==> config.mk <==
export PLATFORM = sky130hd
export DESIGN_NAME = cbus_ram_ctrl_flat
export DESIGN_NICKNAME = d
export VERILOG_FILES = /design/src/rtl/ram_pkg.sv /design/src/rtl/cbus_ram_ctrl_if.sv /design/src/rtl/ram_read_pipe.sv /design/src/rtl/cbus_ram_ctrl.sv /design/src/flat_wrapper.sv
export SDC_FILE = /design/constraint.sdc
export NUM_CORES = 1
export LEC_CHECK = 0
export ABC_CLOCK_PERIOD_IN_PS = 5600
export CORE_AREA = 2 2 142 144
export CTS_CLUSTER_DIAMETER = 200
export DETAILED_ROUTE_END_ITERATION = 8
export DIE_AREA = 0 0 144 146
export PLACE_DENSITY = 0.59
export SLEW_MARGIN = 40
export SYNTH_ARGS = -nofsm -noshare
export SYNTH_HDL_FRONTEND = slang
export SYNTH_SLANG_ARGS = --single-unit
==> constraint.sdc <==
create_clock -name clk -period 5.6 [get_ports clk]
set_input_delay 0.84 -clock clk [delete_from_list [all_inputs] [get_ports clk]]
set_output_delay 0.84 -clock clk [all_outputs]
set_load 0.02 [all_outputs]
==> src/rtl/ram_pkg.sv <==
// Shared constants and types for the CBUS-to-RAM controller.
//   DEF_ADDR_WIDTH   : default RAM word-address width
//   DEF_DATA_WIDTH   : default RAM word width
//   DEF_READ_LATENCY : default RAM read latency (cycles)
//   state_e          : controller FSM states
package ram_pkg;
  localparam int DEF_ADDR_WIDTH   = 17;
  localparam int DEF_DATA_WIDTH   = 64;
  localparam int DEF_READ_LATENCY = 2;

  typedef enum logic [1:0] {
    IDLE  = 2'd0,
    READ  = 2'd1,
    WRITE = 2'd2
  } state_e;
endpackage

==> src/rtl/cbus_ram_ctrl_if.sv <==
// Bus bundle between a CBUS master, the controller and a single-port RAM.
//   req_*    : master request (held until the last beat handshake)
//   resp_*   : per-beat completion back to the master
//   ram_*    : RAM port
// Modports: master (bus master), slave (controller), ram (memory).
interface cbus_ram_ctrl_if
  import ram_pkg::*;
#(
  parameter int ADDR_WIDTH = DEF_ADDR_WIDTH,
  parameter int DATA_WIDTH = DEF_DATA_WIDTH
);
  localparam int BYTES = DATA_WIDTH / 8;

  logic                  req_valid;
  logic                  req_is_write;
  logic [63:0]           req_addr;
  logic [3:0]            req_len;
  logic [BYTES-1:0]      req_strobe;
  logic [DATA_WIDTH-1:0] req_data;
  logic                  resp_ready;
  logic                  resp_last;
  logic [DATA_WIDTH-1:0] resp_data;
  logic                  ram_en;
  logic [ADDR_WIDTH-1:0] ram_addr;
  logic [BYTES-1:0]      ram_strobe;
  logic [DATA_WIDTH-1:0] ram_wdata;
  logic [DATA_WIDTH-1:0] ram_rdata;

  modport master (
    output req_valid, req_is_write, req_addr, req_len, req_strobe, req_data,
    input  resp_ready, resp_last, resp_data
  );

  modport slave (
    input  req_valid, req_is_write, req_addr, req_len, req_strobe, req_data,
    output resp_ready, resp_last, resp_data,
    output ram_en, ram_addr, ram_strobe, ram_wdata,
    input  ram_rdata
  );

  modport ram (
    input  ram_en, ram_addr, ram_strobe, ram_wdata,
    output ram_rdata
  );
endinterface

==> src/rtl/ram_read_pipe.sv <==
// Read-tag delay line: a {valid, last} tag pushed with each issued RAM read
// emerges READ_LATENCY cycles later, aligned with the RAM read data.
//   clk, resetn     : clock, async active-low reset (clears all tags)
//   push, push_last : tag in (read issued this cycle / it is the final beat)
//   valid, last     : tag out
module ram_read_pipe
  import ram_pkg::*;
#(
  parameter int READ_LATENCY = DEF_READ_LATENCY
) (
  input  logic clk,
  input  logic resetn,
  input  logic push,
  input  logic push_last,
  output logic valid,
  output logic last
);
  logic [READ_LATENCY-1:0] vld_pipe_q;
  logic [READ_LATENCY-1:0] last_pipe_q;

  always_ff @(posedge clk or negedge resetn) begin
    if (!resetn) begin
      vld_pipe_q  <= '0;
      last_pipe_q <= '0;
    end else begin
      vld_pipe_q[0]  <= push;
      last_pipe_q[0] <= push & push_last;
      for (int i = 1; i < READ_LATENCY; i++) begin
        vld_pipe_q[i]  <= vld_pipe_q[i-1];
        last_pipe_q[i] <= last_pipe_q[i-1];
      end
    end
  end

  assign valid = vld_pipe_q[READ_LATENCY-1];
  assign last  = last_pipe_q[READ_LATENCY-1];
endmodule

==> src/rtl/cbus_ram_ctrl.sv <==
// CBUS burst slave driving a single-port RAM. INCR bursts of 1..16 beats,
// word address wraps modulo 2^ADDR_WIDTH. Writes complete combinationally one
// beat per cycle; reads are issued back-to-back and answered READ_LATENCY
// cycles later through a tag delay line. No response backpressure.
//   clk, resetn : clock, async active-low reset
//   bus         : slave view of the request/response and RAM signals
module cbus_ram_ctrl
  import ram_pkg::*;
#(
  parameter int ADDR_WIDTH   = DEF_ADDR_WIDTH,
  parameter int DATA_WIDTH   = DEF_DATA_WIDTH,
  parameter int READ_LATENCY = DEF_READ_LATENCY
) (
  input  logic            clk,
  input  logic            resetn,
  cbus_ram_ctrl_if.slave  bus
);
  localparam int BYTES = DATA_WIDTH / 8;

  state_e                state_q, state_d;
  logic [ADDR_WIDTH-1:0] base_q, base_d;
  logic [3:0]            len_q, len_d;
  // 5 bits so a 16-beat read can count past the last beat and stop issuing.
  logic [4:0]            cnt_q, cnt_d;

  logic                  push, push_last, tag_vld, tag_last;
  logic [ADDR_WIDTH-1:0] beat_addr;
  logic                  beat_is_last;

  // Byte offset and address bits above the RAM range are ignored.
  logic unused_addr_bits;
  assign unused_addr_bits = ^{bus.req_addr[63:ADDR_WIDTH+3], bus.req_addr[2:0]};

  assign beat_addr    = base_q + ADDR_WIDTH'(cnt_q);
  assign beat_is_last = (cnt_q[3:0] == len_q);

  always_ff @(posedge clk or negedge resetn) begin
    if (!resetn) begin
      state_q <= IDLE;
      base_q  <= '0;
      len_q   <= '0;
      cnt_q   <= '0;
    end else begin
      state_q <= state_d;
      base_q  <= base_d;
      len_q   <= len_d;
      cnt_q   <= cnt_d;
    end
  end

  always_comb begin
    state_d        = state_q;
    base_d         = base_q;
    len_d          = len_q;
    cnt_d          = cnt_q;
    push           = 1'b0;
    push_last      = 1'b0;
    bus.ram_en     = 1'b0;
    bus.ram_addr   = '0;
    bus.ram_strobe = '0;
    bus.ram_wdata  = '0;
    bus.resp_ready = 1'b0;
    bus.resp_last  = 1'b0;
    bus.resp_data  = '0;
    case (state_q)
      IDLE: begin
        if (bus.req_valid) begin
          base_d  = bus.req_addr[ADDR_WIDTH+2:3];
          len_d   = bus.req_len;
          cnt_d   = '0;
          state_d = bus.req_is_write ? WRITE : READ;
        end
      end
      WRITE: begin
        bus.ram_en     = 1'b1;
        bus.ram_addr   = beat_addr;
        bus.ram_strobe = bus.req_strobe;
        bus.ram_wdata  = bus.req_data;
        bus.resp_ready = 1'b1;
        bus.resp_last  = beat_is_last;
        cnt_d          = cnt_q + 5'd1;
        if (beat_is_last) state_d = IDLE;
      end
      READ: begin
        // Issue side runs ahead of the response side by READ_LATENCY.
        if (cnt_q <= {1'b0, len_q}) begin
          bus.ram_en   = 1'b1;
          bus.ram_addr = beat_addr;
          push         = 1'b1;
          push_last    = beat_is_last;
          cnt_d        = cnt_q + 5'd1;
        end
        bus.resp_ready = tag_vld;
        bus.resp_last  = tag_vld & tag_last;
        bus.resp_data  = tag_vld ? bus.ram_rdata : '0;
        if (tag_vld && tag_last) state_d = IDLE;
      end
      default: state_d = IDLE;
    endcase
  end

  ram_read_pipe #(.READ_LATENCY(READ_LATENCY)) u_read_pipe (
    .clk       (clk),
    .resetn    (resetn),
    .push      (push),
    .push_last (push_last),
    .valid     (tag_vld),
    .last      (tag_last)
  );
endmodule

==> src/flat_wrapper.sv <==
// flat-port wrapper written by rule: the top's interface ports become plain ports
module cbus_ram_ctrl_flat import ram_pkg::*;
#(
  parameter int ADDR_WIDTH   = DEF_ADDR_WIDTH,
  parameter int DATA_WIDTH   = DEF_DATA_WIDTH,
  parameter int READ_LATENCY = DEF_READ_LATENCY
)
  (clk, resetn, bus_req_valid, bus_req_is_write, bus_req_addr, bus_req_len, bus_req_strobe, bus_req_data, bus_resp_ready, bus_resp_last, bus_resp_data, bus_ram_en, bus_ram_addr, bus_ram_strobe, bus_ram_wdata, bus_ram_rdata);
  cbus_ram_ctrl_if #(.ADDR_WIDTH(ADDR_WIDTH), .DATA_WIDTH(DATA_WIDTH)) bus_i ();
  input  logic clk;
  input  logic resetn;
  input wire logic [$bits(bus_i.req_valid)-1:0] bus_req_valid;
  input wire logic [$bits(bus_i.req_is_write)-1:0] bus_req_is_write;
  input wire logic [$bits(bus_i.req_addr)-1:0] bus_req_addr;
  input wire logic [$bits(bus_i.req_len)-1:0] bus_req_len;
  input wire logic [$bits(bus_i.req_strobe)-1:0] bus_req_strobe;
  input wire logic [$bits(bus_i.req_data)-1:0] bus_req_data;
  output wire logic [$bits(bus_i.resp_ready)-1:0] bus_resp_ready;
  output wire logic [$bits(bus_i.resp_last)-1:0] bus_resp_last;
  output wire logic [$bits(bus_i.resp_data)-1:0] bus_resp_data;
  output wire logic [$bits(bus_i.ram_en)-1:0] bus_ram_en;
  output wire logic [$bits(bus_i.ram_addr)-1:0] bus_ram_addr;
  output wire logic [$bits(bus_i.ram_strobe)-1:0] bus_ram_strobe;
  output wire logic [$bits(bus_i.ram_wdata)-1:0] bus_ram_wdata;
  input wire logic [$bits(bus_i.ram_rdata)-1:0] bus_ram_rdata;
  assign bus_i.req_valid = bus_req_valid;
  assign bus_i.req_is_write = bus_req_is_write;
  assign bus_i.req_addr = bus_req_addr;
  assign bus_i.req_len = bus_req_len;
  assign bus_i.req_strobe = bus_req_strobe;
  assign bus_i.req_data = bus_req_data;
  assign bus_resp_ready = bus_i.resp_ready;
  assign bus_resp_last = bus_i.resp_last;
  assign bus_resp_data = bus_i.resp_data;
  assign bus_ram_en = bus_i.ram_en;
  assign bus_ram_addr = bus_i.ram_addr;
  assign bus_ram_strobe = bus_i.ram_strobe;
  assign bus_ram_wdata = bus_i.ram_wdata;
  assign bus_i.ram_rdata = bus_ram_rdata;
  cbus_ram_ctrl #(.ADDR_WIDTH(ADDR_WIDTH), .DATA_WIDTH(DATA_WIDTH), .READ_LATENCY(READ_LATENCY)) u_core (.clk(clk), .resetn(resetn), .bus(bus_i));
endmodule
# --- Word-level counts from Yosys, hierarchy flattened ---
# Index checks and enable logic that the tools add are counted.
totals:
  reg_bits: 32
  elab_cells: 45
op_classes:
  add_sub_neg: 2
  magnitude_cmp: 1
  n_eq_ne: 7
  mux: 21
  bitwise: 2
  reduce_logical: 6
ops:
  columns: ["cell", "n"]
  rows:
  - ["$mux 64", 3]
  - ["$pmux 17 s2", 1]
  - ["$add 17x5->17", 1]
  - ["$mux 17", 1]
  - ["$pmux 5 s3", 1]
  - ["$mux 5", 2]
  - ["$mux 2", 4]
  - ["$mux 8", 1]
  - ["$ne 2x1->1 const B", 3]
  - ["$pmux 1 s2", 3]
  - ["$pmux 2 s3", 1]
  - ["$reduce_and 3->1", 2]
  - ["$add 5x1->5 const B", 1]
  - ["$le 5x4->1", 1]
  - ["$eq 4x4->1", 1]
  - ["$mux 1", 4]
  - ["$reduce_bool 3->1", 1]
  - ["$and 1x1->1", 2]
  - ["$eq 2x1->1 const B", 1]
  - ["$eq 2x2->1 const B", 1]
  - ["$logic_not 2->1", 1]
  - ["$ne 2x2->1 const B", 1]
  - ["$reduce_and 2->1", 1]
  - ["$logic_and 1x1->1", 1]

# --- Logic depth before layout (Yosys ltp) ---
# Gate-level depths: netlist (run 1).
depth:
  word_depth: 4
  ltp_mapped: 7
  ltp_nobuf: 6

# --- By module ---
# From an unflattened synthesis (run 1), not the netlist that was laid out.
hier_totals:
  hier_cells: 346
  area_unflattened_um2: 2847.7
by_module_without_submodules:
  columns: ["module", "instances", "cells_each", "area_each_um2", "seq_area_each_um2"]
  rows:
  - ["cbus_ram_ctrl", 1, 341, 2741.4, 700.7]
  - ["ram_read_pipe", 1, 5, 106.4, 100.1]

# --- Worst setup path after synthesis (run 1) ---
# Ideal clock, no wire load.
synth_timing:
  path_kind: "register -> output"
  from: "reg u_core.cnt_q[0]"
  to: "out bus_ram_addr[10]"
  t_arrival_ps: 2211
  t_required_ps: 4760
  slack_ps: 2549
  stages_incl_launch_ff: 8
  path_cell_list: "dfrtp_1 -> ha_1 -> fa_1 -> a211o_1 -> a21oi_1 -> clkbuf_1 -> o21ai_0 -> a21oi_1"
synth_via:
  elab_chain_len: 3
  word_cells_on_any_way: 4
synth_lines:
  columns: ["element", "line", "source"]
  rows:
  - ["from (decl)", "cbus_ram_ctrl.sv:24", "logic [4:0] cnt_q, cnt_d;"]
  - ["from (signal assigned)", "cbus_ram_ctrl.sv:47", "cnt_q <= cnt_d;"]
  - ["$add 17x5->17 or $le 5x4->1 (tied branches)", "cbus_ram_ctrl.sv:34, cbus_ram_ctrl.sv:86", null]
  - ["$mux 17", "cbus_ram_ctrl.sv:86", "if (cnt_q <= {1'b0, len_q}) begin"]
  - ["$pmux 17 s2 *", "cbus_ram_ctrl.sv:65", "case (state_q)"]
  - ["to (decl)", "flat_wrapper.sv:22", "output wire logic [$bits(bus_i.ram_addr)-1:0] bus_ram_addr;"]
# Every way passes the cells marked *; elsewhere a longest branch is shown, timed or not.

# --- Worst setup path after layout (run 1) ---
layout_timing:
  from: "reg u_core.cnt_q[0]"
  to: "out bus_ram_addr[6]"
# The elaborated chain is that of the path after synthesis.

==> results.cfg, run 1 <==
[yosys]
async_reset_ff_frac = 1.000
synth_cells = 373
synth_ff_type = dfrtp_1
yosysTopAreaCell = dfrtp_1
synthDistinctLibCells = 47
syn_nets = 596
yosys-top-cells-area = dfrtp_1 26%, and2_1 15%, and3_1 13%
yosysWarnings = 0
synth_edf_count = 0
yosysSeqAreaShare = 0.2619
synth.most_common_cell = and2_1
synth_seq_cells = 32
synth_commonest_cells = 75 x and2_1, 65 x and3_1, 32 x dfrtp_1, 26 x clkbuf_1, 22 x mux2_2
yosysTopAreaCellShare = 0.2619
synth_area_um2 = 3058
avgSynthCellArea_um2 = 8.198

[timing]
slew_headroom = 0.4927
setup_viol = 0
worst_pin_slew_ns = 0.7610
tns_ns = 0
timing.hold.ws_ns = 0.3460
layout_setup_ws_ns = 1.435
slew_viol_final = 0
fin_worst_skew_ns = 0.004430
clock.fmax_mhz = 240.1
hold_viol = 0
period_needed_ns = 4.165
rsz0062_at_grt = false
finalCritPeriodShare = 0.7437

[worst_setup_path]
required_ns = 4.76
r2r_setup_slack_ns = 3.53
setup.worst_path.start = u_core.cnt_q[0]
r2r-start = u_core.state_q[1]
critPathArrivalTime_ns = 3.32
reg2reg_to = u_core.cnt_q[0]
cp-start-kind = register
r2r_cells = 6
crit_type = register to primary output
end_kind = primary output
critPathMaxFanout = 12

[floorplan]
die-area_um2 = 21020
die_h_um = 146
row_count = 51
die_x_um = 144
core_um2 = 19330
start_util = 0.1582
io_pins = 364

[global_routing]
grt_usage = 0.1532
overflow = 0
antenna_found_initial = 4
first_global_vias = 3653
grt_first_pass_wirelength_um = 23870
grt_max_degree = 76

[cells_and_area]
utilization = 0.3424
area_growth_pct = 116.5
fin_area_um2 = 6620
nNetsFinal = 892
drive_gt1_frac = 0.06269
fillCellCount = 2049

[cts]
cts_root_buf = clkbuf_16
post_cts_buffers = 0
htree_levels = 2
clock-sinks = 32
clk_latency_ns = 0.28
cts_hold_buf = 0
cts_resized = 0
cts_buffers = 5
clock_path_buffers = 2
cts_tree = built
clk_pin_slew_worst_paths_ns = 0.05

[power_and_ir_drop]
power-per-cell-area_nw_per_um2 = 317.6
p_leak_nw = 2.771
peakVddDrop_mv = 0.1818

[routing]
ant_nets = 0
drc = 0
wl_per_cell_um = 18.16
drt_wl_total_um = 17000
vias = 3813
dr.pass1.iters = 4
drt_iter0_drc = 107
vias_per_cell = 4.074

[min_path]
hold_path_startpoint = u_core.u_read_pipe.vld_pipe_q[0]
min_path_type = register to register
whs_path_depth = 0
min_to = u_core.u_read_pipe.vld_pipe_q[1]

[job]
max_cap_violations = 0

[placed_design]
hpwl_um = 13860
gp_congestion = 0.7468
io_buffers = 316
place_area_um2 = 6469
dpl_worst_slack_ns = 1.734

[outcome]
outcome = finished clean
-- worst max-delay path: stages (launching register included) --
cell and delay (ns):
dfrtp_1 0.41, ha_1 0.26, fa_1 0.44, a211o_1 0.33
a21oi_1 0.60, o21ai_0 0.16, a21oi_1 0.20, clkdlybuf4s50_1 0.66
-- through the flow --
step,power [W],instances
after floorplan,0.001229,373
after global placement,0.001838,927
after detailed placement,0.001841,927
after CTS,0.002128,935
after global routing,0.002261,935
final,0.002102,936
-- per-layer routing --
metal	global-route usage	share of wire	vias up
met3	0.1599	0.23	15
met2	0.2110	0.38	185
met4	0.01912	0.0058	4
li1	-	-	1907
met1	0.1682	0.38	1702
met5	0	0.0016	-
-- how the worst max path moves through the flow --
stage	endpoint	slack [ns]	cells after the start
6_report	bus_ram_addr[6]	1.44	7
5_1_grt	bus_ram_addr[6]	1.25	7
4_1_cts	bus_ram_addr[6]	1.42	7
3_5_place_dp	bus_ram_addr[6]	1.73	7
3_3_place_gp	bus_ram_addr[6]	1.76	7
2_1_floorplan	bus_ram_addr[10]	2.55	7
-- layout make-up --
cell class / count / area [µm²] / area share
Antenna cell: 1 / 2.502 / 0.0003780
Clock buffer: 6 / 138.9 / 0.02098
Clock inverter: 2 / 10.01 / 0.001512
Inverter: 16 / 60.06 / 0.009072
Multi-Input combinational cell: 294 / 2083 / 0.3147
Sequential cell: 32 / 800.8 / 0.1210
Tap cell: 265 / 331.6 / 0.05009
Timing Repair Buffer: 320 / 3193 / 0.4823
-- sequential cells by signal (all words and copies together), names as in the netlist --
name	cells
u_core.base_q	17
u_core.cnt_q	5
u_core.len_q	4
u_core.state_q	2
u_core.u_read_pipe.last_pipe_q	2
u_core.u_read_pipe.vld_pipe_q	2
-- kinds of logic (layout without fill, tap and decap cells) --
family / after synthesis / in the layout / synth area share
other: 0 / 1 / 0
AO/OA/AOI/OAI: 60 / 60 / 0.1334
XOR/XNOR: 2 / 2 / 0.005729
buffers and inverters: 47 / 344 / 0.05933
adder cells (fa/ha/maj): 15 / 15 / 0.06383
multiplexers: 25 / 25 / 0.09084
AND/OR/NAND/NOR: 192 / 192 / 0.3850
flip-flops: 32 / 32 / 0.2619
-- cells in the final DEF, fill, tap and decap left out, types with 2 or more instances in the layout --
cell,instances
clkbuf_16,5
a211oi_1,3
a21oi_1,15
mux2i_1,3
a22oi_1,2
and4_1,2
clkdlybuf4s50_1,316
clkinv_2,2
o211ai_1,6
o21ai_1,2
nand4_1,2
ha_1,12
nor2_1,8
nor3_1,2
or4_1,6
nand2_1,8
and2_1,75
dfrtp_1,32
mux2_2,22
a21o_1,3
o21a_1,6
ha_2,2
o22ai_1,2
nand3_1,7
a211o_1,2
and3_1,65
inv_1,16
buf_4,4
o21ai_0,5
or3_1,4
nor2b_1,4
o31ai_1,5
nor3b_1,4
-- power by group --
part           switching, W  internal (W)
Combinational      0.000730      0.000667
Sequential         0.000104      0.000328
Clock             0.0000985      0.000175
Note: power is estimated with default switching activity, not from simulation.
==> run 2: changes to the inputs <==
--- a/config.mk
+++ b/config.mk
@@ -5,7 +5,7 @@
 export SDC_FILE = /design/constraint.sdc
 export NUM_CORES = 1
 export LEC_CHECK = 0
-export ABC_CLOCK_PERIOD_IN_PS = 5600
+export ABC_CLOCK_PERIOD_IN_PS = 4300
 export CORE_AREA = 2 2 142 144
 export CTS_CLUSTER_DIAMETER = 200
 export DETAILED_ROUTE_END_ITERATION = 8
==> constraint.sdc (replaced) <==
create_clock -name clk -period 4.3 [get_ports clk]
set_input_delay 0.645 -clock clk [delete_from_list [all_inputs] [get_ports clk]]
set_output_delay 0.645 -clock clk [all_outputs]
set_load 0.02 [all_outputs]
==> results.cfg, run 2 (synthesis gave the netlist of run 1 again) <==
[routing]
drc = 0
drt_wl_total_um = 17010
wl_per_cell_um = 18.15
vias_per_cell = 4.124
vias = 3864
drt_iter0_drc = 151
ant_nets = 0
dr.pass1.iters = 4

[floorplan]
die_h_um = 146
io_pins = 364
core_um2 = 19330
row_count = 51
start_util = 0.1582
die-area_um2 = 21020
die_x_um = 144

[worst_setup_path]
r2r-start = u_core.state_q[1]
critPathArrivalTime_ns = 3.01
critPathTopFamily = compound AO/OA/AOI/OAI gates
critPathMaxFanout = 17
r2r_setup_slack_ns = 2.20
setup.worst_path.start = u_core.cnt_q[2]
r2r_cells = 6
cp-start-kind = register
required_ns = 3.65
reg2reg_to = u_core.cnt_q[0]
crit_type = register to primary output
cp_cell_sequence = ha_1 -> a211o_1 -> o211ai_2 -> o21ai_2 -> nor3_1 -> clkdlybuf4s50_1
slowest_stage = clkdlybuf4s50_1
end_kind = primary output
critPathMaxStageDelay_ns = 0.65
critPathBufInv = 1

[placed_design]
hpwl_um = 13980
io_buffers = 316
place_area_um2 = 6476
gp_congestion = 0.7534

[timing]
finalCritPeriodShare = 0.8501
tns_ns = 0
hold_viol = 0
slew_headroom = 0.5004
rsz0062_at_grt = false
fin_worst_skew_ns = 0.005975
worst_pin_slew_ns = 0.7493
clock.fmax_mhz = 273.6
period_needed_ns = 3.655
setup_viol = 0
slew_viol_final = 0

[global_routing]
grt_max_degree = 76
first_global_vias = 3708
grt_first_pass_wirelength_um = 23940
overflow = 0
antenna_found_initial = 5
grt_usage = 0.1529

[cells_and_area]
fillCellCount = 1994
top_regs = u_core.base_q (17), u_core.cnt_q (5), u_core.len_q (4)
area_growth_pct = 117.8
seqCellArea_um2 = 800.8
layout_commonest_cell = clkdlybuf4s50_1
drive_gt1_frac = 0.06408
regMostFlops = u_core.base_q
final_cell_mix = 316 x clkdlybuf4s50_1, 75 x and2_1, 65 x and3_1
multi_input_area_um2 = 2083
largest_reg_flops = 17
fin_area_um2 = 6661
nNetsFinal = 893

[min_path]
whs_path_depth = 0
min_to = u_core.u_read_pipe.vld_pipe_q[1]
hold_path_startpoint = u_core.u_read_pipe.vld_pipe_q[0]
min_path_type = register to register

[power_and_ir_drop]
p_leak_nw = 2.789
power-per-cell-area_nw_per_um2 = 423.1
peakVddDrop_mv = 0.2973

[cts]
clock_path_buffers = 2
cts_resized = 0
cts_hold_buf = 0
clock-sinks = 32
clk_latency_ns = 0.28
post_cts_buffers = 0
cts_tree = built
htree_levels = 2
cts_buffers = 5
cts_root_buf = clkbuf_16
clk_pin_slew_worst_paths_ns = 0.06

[job]
max_cap_violations = 0

[outcome]
outcome = finished clean
==> run 2: cell types whose count changed in the layout (fill, tap and decap cells not counted) <==
cell / previous run / this run
buf_4: 4 / 5
clkbuf_8: 1 / 2
bufinv_16: 0 / 1
clkinv_2: 2 / 0
==> run 2: metrics by stage <==
step | hold WS, ns | setup slack, ns | cells | utilization | power [W]
2_1_floorplan | 0.3312 | 1.444 | 373 | - | 0.001600
3_3_place_gp | 0.3336 | 0.9204 | 928 | 0.3348 | 0.002397
3_5_place_dp | 0.3402 | 0.9574 | 928 | 0.3350 | 0.002403
4_1_cts | 0.3527 | 0.6285 | 936 | 0.3444 | 0.002853
5_1_grt | 0.3558 | 0.5171 | 936 | 0.3444 | 0.003035
6_report | 0.3496 | 0.6447 | 937 | 0.3445 | 0.002818
==> run 2: worst max path at each step <==
stage,end,cells after the start
2_1_floorplan,bus_ram_addr[10],7
3_3_place_gp,bus_ram_addr[3],6
3_5_place_dp,bus_ram_addr[3],6
4_1_cts,bus_ram_addr[3],6
5_1_grt,bus_ram_addr[3],6
6_report,bus_ram_addr[3],6
==> run 2: cell type report <==
type	count	share of cell area
Multi-Input combinational cell	294	0.3127
Timing Repair Buffer	321	0.4805
Clock inverter	1	0.004508
Antenna cell	1	0.0003757
Tap cell	265	0.04977
Inverter	16	0.009016
Clock buffer	7	0.02292
Sequential cell	32	0.1202
==> run 2: routing by layer <==
| layer | global-route usage | vias up | share of wire |
|---|---|---|---|
| met4 | 0.01765 | 6 | 0.0069 |
| met3 | 0.1547 | 16 | 0.23 |
| met2 | 0.2129 | 185 | 0.38 |
| li1 | - | 1911 | - |
| met1 | 0.1695 | 1746 | 0.38 |
| met5 | 0 | - | 0.0024 |
==> run 2: power breakdown <==
part	switching (W)	internal, W	total, W	leakage, nW
sequential	0.000155	0.000427	0.000582	0.394
combinational	0.000933	0.000869	0.00180	2.30
clock	0.000129	0.000305	0.000434	0.0901
total	0.00122	0.00160	0.00282	2.79
